--- config.mk ---
export PLATFORM = sky130hd
export DESIGN_NAME = vga_pixel_selector
export DESIGN_NICKNAME = d
export VERILOG_FILES = /design/src/rtl/vga_pkg.sv /design/src/rtl/vga_timing.sv /design/src/rtl/vga_pixel_selector.sv
export SDC_FILE = /design/constraint.sdc
export NUM_CORES = 1
export LEC_CHECK = 0
export BUFFER_PORTS_ARGS = -buffer_cell sky130_fd_sc_hd__buf_2
export CAP_MARGIN = 10
export CORE_MARGIN = 2
export CORE_UTILIZATION = 35
export DETAILED_ROUTE_END_ITERATION = 12
export GPL_ROUTABILITY_DRIVEN = 0
export MAX_ROUTING_LAYER = met4
export PLACE_DENSITY = 0.48
export SYNTH_ARGS = -nofsm -noshare
export SYNTH_HDL_FRONTEND = slang
export SYNTH_SLANG_ARGS = --single-unit
--- constraint.sdc ---
create_clock -name clk -period 4.6 [get_ports clk]
set_input_delay 0.92 -clock clk [delete_from_list [all_inputs] [get_ports clk]]
set_output_delay 0.92 -clock clk [all_outputs]
set_load 0.02 [all_outputs]
--- src/rtl/vga_pkg.sv ---
// vga_pkg: default 640x480@60 timing, colour-mux selector codes and sync pipeline type
package vga_pkg;

    localparam int DEF_CLK_DIV  = 2;
    localparam int DEF_H_ACTIVE = 640;
    localparam int DEF_H_FP     = 16;
    localparam int DEF_H_SYNC   = 96;
    localparam int DEF_H_BP     = 48;
    localparam int DEF_V_ACTIVE = 480;
    localparam int DEF_V_FP     = 10;
    localparam int DEF_V_SYNC   = 2;
    localparam int DEF_V_BP     = 33;
    localparam int DEF_H_TOTAL  = DEF_H_ACTIVE + DEF_H_FP + DEF_H_SYNC + DEF_H_BP;
    localparam int DEF_V_TOTAL  = DEF_V_ACTIVE + DEF_V_FP + DEF_V_SYNC + DEF_V_BP;

    typedef enum logic [2:0] {
        SEL_FONDO  = 3'b000,
        SEL_PRU    = 3'b001,
        SEL_LINEAS = 3'b010,
        SEL_SPRIT  = 3'b011
    } sel_t;

    typedef struct packed {
        logic hs;
        logic vs;
        logic act;
    } sync_t;

    localparam sync_t SYNC_IDLE = '{hs: 1'b1, vs: 1'b1, act: 1'b0};

endpackage

--- src/rtl/vga_timing.sv ---
// vga_timing: pixel-enable divider, h/v counters and raw sync/active decode
module vga_timing
    import vga_pkg::*;
#(
    parameter int CLK_DIV  = DEF_CLK_DIV,
    parameter int H_ACTIVE = DEF_H_ACTIVE,
    parameter int H_FP     = DEF_H_FP,
    parameter int H_SYNC   = DEF_H_SYNC,
    parameter int H_BP     = DEF_H_BP,
    parameter int V_ACTIVE = DEF_V_ACTIVE,
    parameter int V_FP     = DEF_V_FP,
    parameter int V_SYNC   = DEF_V_SYNC,
    parameter int V_BP     = DEF_V_BP
) (
    input  logic       clk,
    input  logic       rst_n,
    output logic       pix_en,
    output logic [9:0] h_cnt,
    output logic [9:0] v_cnt,
    output logic       hs_raw,
    output logic       vs_raw,
    output logic       active
);

    localparam int DW      = CLK_DIV > 1 ? $clog2(CLK_DIV) : 1;
    localparam int H_TOTAL = H_ACTIVE + H_FP + H_SYNC + H_BP;
    localparam int V_TOTAL = V_ACTIVE + V_FP + V_SYNC + V_BP;

    if (H_TOTAL > 1024 || V_TOTAL > 1024) begin : g_bad_timing
        $error("vga_timing: totals exceed 10-bit counters");
    end

    logic [DW-1:0] div_q, div_d;
    logic [9:0]    h_q, h_d, v_q, v_d;
    logic          h_wrap, v_wrap;

    always_comb begin
        pix_en = div_q == DW'(CLK_DIV - 1);
        h_wrap = h_q == 10'(H_TOTAL - 1);
        v_wrap = v_q == 10'(V_TOTAL - 1);
        div_d  = pix_en ? '0 : div_q + DW'(1);
        h_d    = !pix_en ? h_q : h_wrap ? '0 : h_q + 10'd1;
        v_d    = !(pix_en && h_wrap) ? v_q : v_wrap ? '0 : v_q + 10'd1;
        hs_raw = !(h_q >= 10'(H_ACTIVE + H_FP) && h_q < 10'(H_ACTIVE + H_FP + H_SYNC));
        vs_raw = !(v_q >= 10'(V_ACTIVE + V_FP) && v_q < 10'(V_ACTIVE + V_FP + V_SYNC));
        active = h_q < 10'(H_ACTIVE) && v_q < 10'(V_ACTIVE);
        h_cnt  = h_q;
        v_cnt  = v_q;
    end

    always_ff @(posedge clk) begin
        if (!rst_n) begin
            div_q <= '0;
            h_q   <= '0;
            v_q   <= '0;
        end else begin
            div_q <= div_d;
            h_q   <= h_d;
            v_q   <= v_d;
        end
    end

endmodule

--- src/rtl/vga_pixel_selector.sv ---
// vga_pixel_selector: classifies each pixel (background/grid/sprite/test) and aligns syncs to the registered colour mux
module vga_pixel_selector
    import vga_pkg::*;
#(
    parameter int CLK_DIV    = DEF_CLK_DIV,
    parameter int H_ACTIVE   = DEF_H_ACTIVE,
    parameter int H_FP       = DEF_H_FP,
    parameter int H_SYNC     = DEF_H_SYNC,
    parameter int H_BP       = DEF_H_BP,
    parameter int V_ACTIVE   = DEF_V_ACTIVE,
    parameter int V_FP       = DEF_V_FP,
    parameter int V_SYNC     = DEF_V_SYNC,
    parameter int V_BP       = DEF_V_BP,
    parameter int BOARD_X0   = 170,
    parameter int BOARD_Y0   = 90,
    parameter int CELL       = 100,
    parameter int LINE_W     = 4,
    parameter int SPR_MARGIN = 20
) (
    input  logic       clk,
    input  logic       rst_n,
    input  logic [1:0] cur_col,
    input  logic [1:0] cur_row,
    input  logic       test_en,
    output logic [2:0] selector,
    output logic       hsync,
    output logic       vsync,
    output logic       blank_n,
    output logic       frame_start
);

    localparam int P    = CELL + LINE_W;
    localparam int SPAN = 3 * P + LINE_W;

    if (BOARD_X0 + SPAN > H_ACTIVE) begin : g_bad_board
        $error("vga_pixel_selector: board exceeds active width");
    end

    logic       pix_en, hs_raw, vs_raw, active;
    logic [9:0] h_cnt, v_cnt;
    logic [1:0] col_q, col_d, row_q, row_d;
    logic       frame_start_q, frame_start_d;
    logic       in_bx, in_by, on_vl, on_hl, spr_x, spr_y;
    sel_t       sel_q, sel_d;
    sync_t      s1_q, s1_d, s2_q, s2_d;

    vga_timing #(
        .CLK_DIV (CLK_DIV),
        .H_ACTIVE(H_ACTIVE),
        .H_FP    (H_FP),
        .H_SYNC  (H_SYNC),
        .H_BP    (H_BP),
        .V_ACTIVE(V_ACTIVE),
        .V_FP    (V_FP),
        .V_SYNC  (V_SYNC),
        .V_BP    (V_BP)
    ) u_timing (
        .clk   (clk),
        .rst_n (rst_n),
        .pix_en(pix_en),
        .h_cnt (h_cnt),
        .v_cnt (v_cnt),
        .hs_raw(hs_raw),
        .vs_raw(vs_raw),
        .active(active)
    );

    // All board bounds unroll to constants; a cursor value of 3 matches no cell
    always_comb begin
        frame_start_d = pix_en && h_cnt == '0 && v_cnt == '0;
        col_d = frame_start_d ? cur_col : col_q;
        row_d = frame_start_d ? cur_row : row_q;
        in_bx = h_cnt >= 10'(BOARD_X0) && h_cnt < 10'(BOARD_X0 + SPAN);
        in_by = v_cnt >= 10'(BOARD_Y0) && v_cnt < 10'(BOARD_Y0 + SPAN);
        on_vl = 1'b0;
        on_hl = 1'b0;
        spr_x = 1'b0;
        spr_y = 1'b0;
        for (int k = 0; k < 4; k++) begin
            on_vl |= h_cnt >= 10'(BOARD_X0 + k * P) && h_cnt < 10'(BOARD_X0 + k * P + LINE_W);
            on_hl |= v_cnt >= 10'(BOARD_Y0 + k * P) && v_cnt < 10'(BOARD_Y0 + k * P + LINE_W);
        end
        for (int k = 0; k < 3; k++) begin
            spr_x |= col_q == 2'(k) && h_cnt >= 10'(BOARD_X0 + LINE_W + k * P + SPR_MARGIN)
                     && h_cnt < 10'(BOARD_X0 + LINE_W + k * P + CELL - SPR_MARGIN);
            spr_y |= row_q == 2'(k) && v_cnt >= 10'(BOARD_Y0 + LINE_W + k * P + SPR_MARGIN)
                     && v_cnt < 10'(BOARD_Y0 + LINE_W + k * P + CELL - SPR_MARGIN);
        end
        sel_d = !active ? SEL_FONDO
              : test_en ? SEL_PRU
              : (spr_x && spr_y) ? SEL_SPRIT
              : ((on_vl && in_by) || (on_hl && in_bx)) ? SEL_LINEAS
              : SEL_FONDO;
        s1_d = '{hs: hs_raw, vs: vs_raw, act: active};
        s2_d = s1_q;
    end

    always_ff @(posedge clk) begin
        if (!rst_n) begin
            col_q         <= 2'd3;
            row_q         <= 2'd3;
            frame_start_q <= 1'b0;
            sel_q         <= SEL_FONDO;
            s1_q          <= SYNC_IDLE;
            s2_q          <= SYNC_IDLE;
        end else begin
            col_q         <= col_d;
            row_q         <= row_d;
            frame_start_q <= frame_start_d;
            sel_q         <= sel_d;
            s1_q          <= s1_d;
            s2_q          <= s2_d;
        end
    end

    assign selector    = sel_q;
    assign hsync       = s2_q.hs;
    assign vsync       = s2_q.vs;
    assign blank_n     = s2_q.act;
    assign frame_start = frame_start_q;

endmodule

==> impl_metrics.json <==
{
  "core_um2": 5850,
  "fillers": 604,
  "multi_input_area_um2": 1260,
  "overflow": 0,
  "cts_sinks": 34,
  "p_clk_share_pct": 40.8,
  "dp_hpwl_mm": 3.51,
  "status": "finished, final reports clean",
  "cts_buffer_depth": 2,
  "seqPwrFrac_pct": 53.4,
  "numCtsBuffers": 5,
  "io-pin-count": 14,
  "critPathLaunch": "u_timing.h_cnt[1]$_SDFFE_PN0P_",
  "fin_hold_ws_ns": 0.416,
  "relSlewSlack_pct": 26.2,
  "regArea_um2": 681,
  "min_period_ns": 2.34,
  "endpoint": "row_q[1]$_SDFFE_PN1P_",
  "total_leakage_power_uw": 0.000782,
  "synth_nets": 274,
  "yosys.cell_types.count": 57,
  "power.share.combinational_pct": 5.7,
  "cp-start-kind": "register",
  "cts-resized-gates": 0,
  "use_met3_pct": 3.33,
  "drtIter0Drc": 213,
  "antenna_left": 0,
  "clock_latency_ns": 0.29,
  "hold_viol": 0,
  "rows": 28,
  "fin_nets": 271,
  "cts_hold_buf": 0,
  "synth-edff-count": 0,
  "synthAdderAreaFrac_pct": 3.60,
  "wl_mm": 4.97,
  "grt_usage_pct": 17.3,
  "yosys.area_share.simple_pct": 34.8,
  "reg2reg_slack_ns": 2.26,
  "vias_per_cell": 5.41,
  "drc": 0,
  "io_buffer_count": 12,
  "swShare_pct": 24.6,
  "antenna_cells": 0,
  "synth_area_per_cell_um2": 7.98,
  "p_int_uw": 435,
  "yosysSeqAreaShare_pct": 32.7,
  "met1_usage_pct": 24.5,
  "synth_compound_area_share_pct": 12.6,
  "critPathRequiredTime_ns": 4.78,
  "powerDensity_nw_per_um2": 258,
  "rsz0062_at_grt": "no",
  "crit_fanout": 11,
  "routedWlPerCell_um": 14.9,
  "r2r_cells": 7,
  "root_buffer": "clkbuf_8",
  "synth-async-reset-ratio_pct": 0,
  "finalCritPeriodShare_pct": 50.9,
  "netSwitchingPower_uw": 142,
  "met2_usage_pct": 24.5,
  "finalSetupViolations": 0,
  "vias": 1807,
  "netlist_area_um2": 2080,
  "rr_startpoint": "u_timing.h_cnt[1]$_SDFFE_PN0P_",
  "die-area_um2": 6590,
  "grt_pass1_vias": 1619,
  "synth-xor-area-share_pct": 7.57,
  "initial_core_util_pct": 35.6,
  "synth_top_family_by_area": "simple AND/OR/NAND/NOR gates",
  "r2r-end": "row_q[1]$_SDFFE_PN1P_",
  "drt_first_pass_iters": 4,
  "clock.fmax_mhz": 427,
  "ir_drop_mv": 0.126,
  "crit_type": "reg -> reg",
  "grt_first_pass_wirelength_mm": 8.36,
  "end_kind": "register",
  "die_x_um": 81.2,
  "clk_pin_slew_ns": 0.08,
  "maxCapViolCount": 0,
  "synth_mux_area_share_pct": 1.92,
  "antenna_found_initial": 0,
  "worstPathArrival_ns": 2.52,
  "worst_pin_slew_ns": 1.10,
  "fin_tns_setup_ns": 0,
  "hold_path.class": "reg -> reg",
  "synth_seq_cells": 34,
  "htreeDepth": 2,
  "fin_util_pct": 38.3,
  "grt_max_degree": 18,
  "fin_skew_ns": 0.00775,
  "tritoncts": "yes",
  "areaGrowthSynthToFinish_pct": 7.45,
  "drive_above_1_share_pct": 11.6,
  "synth_top_flop_cell": "dfxtp_1",
  "synthCells": 261,
  "final-max-slew-violation-count": 0,
  "busiest_layer": "met2",
  "postCtsSetupBuffers": 0,
  "synth_warnings": 0,
  "dieHeight_um": 81.2
}
## how the worst min path moves through the flow
stage / startpoint / to / slack (ns) / cells past startpoint
6_report: s1_q[2]$_SDFF_PN1_ / hsync$_SDFF_PN1_ / 0.42 / 1
5_1_grt: s1_q[2]$_SDFF_PN1_ / hsync$_SDFF_PN1_ / 0.44 / 1
4_1_cts: s1_q[2]$_SDFF_PN1_ / hsync$_SDFF_PN1_ / 0.42 / 1
3_5_place_dp: s1_q[2]$_SDFF_PN1_ / hsync$_SDFF_PN1_ / 0.40 / 1
3_3_place_gp: s1_q[2]$_SDFF_PN1_ / hsync$_SDFF_PN1_ / 0.39 / 1
2_1_floorplan: s1_q[2]$_SDFF_PN1_ / hsync$_SDFF_PN1_ / 0.39 / 1
## layer usage
metal	routed length, µm	share of wire (%)
met1	2520	51
met2	2190	44
met3	193	3.9
met4	69	1.4
met5	0	0
## flip-flops by register name, indices dropped and copies added, names as in the netlist
| name | cells |
|---|---|
| blank_n | 1 |
| col_q | 2 |
| frame_start | 1 |
| hsync | 1 |
| row_q | 2 |
| s1_q | 3 |
| selector | 2 |
| u_timing.h_cnt | 10 |
| u_timing.pix_en | 1 |
| u_timing.v_cnt | 10 |
| vsync | 1 |
## power groups by stage
stage	logic (µW)	registers [µW]	clock network (µW)
floorplan	25.6	313	0
global placement	33.5	315	0
detailed placement	33.5	315	0
CTS	33.7	308	242
global route	37.6	310	253
finish	33.0	309	236
## worst max-delay path, cell delays in order, from the launching register on
cell     delay [ns]
dfxtp_1        0.43
inv_1          0.12
ha_1           0.13
nor2b_1        0.18
nand4_1        0.11
nor4_1         0.90
mux2i_1        0.29
nand2_1        0.06
## cell usage after synthesis, drive strengths merged (3+ instances only)
master,instances,share of area (%)
a211oi,3,1.1
a21oi,6,1.4
and2,3,0.90
and3,3,0.90
buf,7,1.8
clkbuf,15,2.7
dfxtp,34,33
ha,6,3.6
inv,12,2.2
mux2i,4,1.9
nand2,24,4.3
nand3,7,1.7
nand4,10,3.0
nand4b,4,1.7
nor2,34,6.2
nor2b,3,0.90
nor3,8,1.9
nor4,7,2.8
o211ai,4,1.4
o21ai,3,0.90
or3,5,1.5
or4b,4,2.1
xnor2,12,5.0
xor2,6,2.5
## cell families (layout without fill, tap and decap cells)
group / count (synthesis) / after routing
and+or+nand+nor: 129 / 129
AOI/OAI and AO/OA: 35 / 35
DFF: 34 / 34
buffers and inverters: 34 / 32
xor gates and xnor gates: 18 / 18
adders and majority gates: 6 / 6
muxes: 4 / 4
other: 1 / 1
## metrics by stage
stage | area, µm² | setup WS (ns) | power (µW) | std cells
finish | 2240 | 2.26 | 577 | 334
global route | 2240 | 2.02 | 600 | 334
CTS | 2240 | 2.24 | 584 | 334
detailed placement | 2140 | 2.26 | 349 | 326
global placement | 2140 | 2.34 | 349 | 326
floorplan | 2080 | 2.55 | 339 | 261
## final cells by class
cell class / instances / share of cell area (%)
clock buffer: 6 / 3.69
clock inverter: 2 / 0.559
inverter: 12 / 2.01
multi-input combinational: 193 / 56.5
sequential: 34 / 30.4
tap: 75 / 4.19
timing repair buffer: 12 / 2.68
## layout by cell type, fill, tap and decap left out, types with 3 or more instances in the layout
cell,instances
dfxtp_1,34
nor2_1,33
nand2_1,24
inv_1,12
xnor2_1,12
buf_2,12
nand4_1,10
nor3_1,8
nand3_1,7
xor2_1,6
nor4_1,6
a21oi_1,6
ha_1,6
clkbuf_8,6
or3_1,5
mux2i_1,4
o211ai_1,4
nand4b_1,4
and2_1,3
nor2b_1,3
a211oi_1,3
and3_1,3
Note: power is estimated with default switching activity, not from simulation.
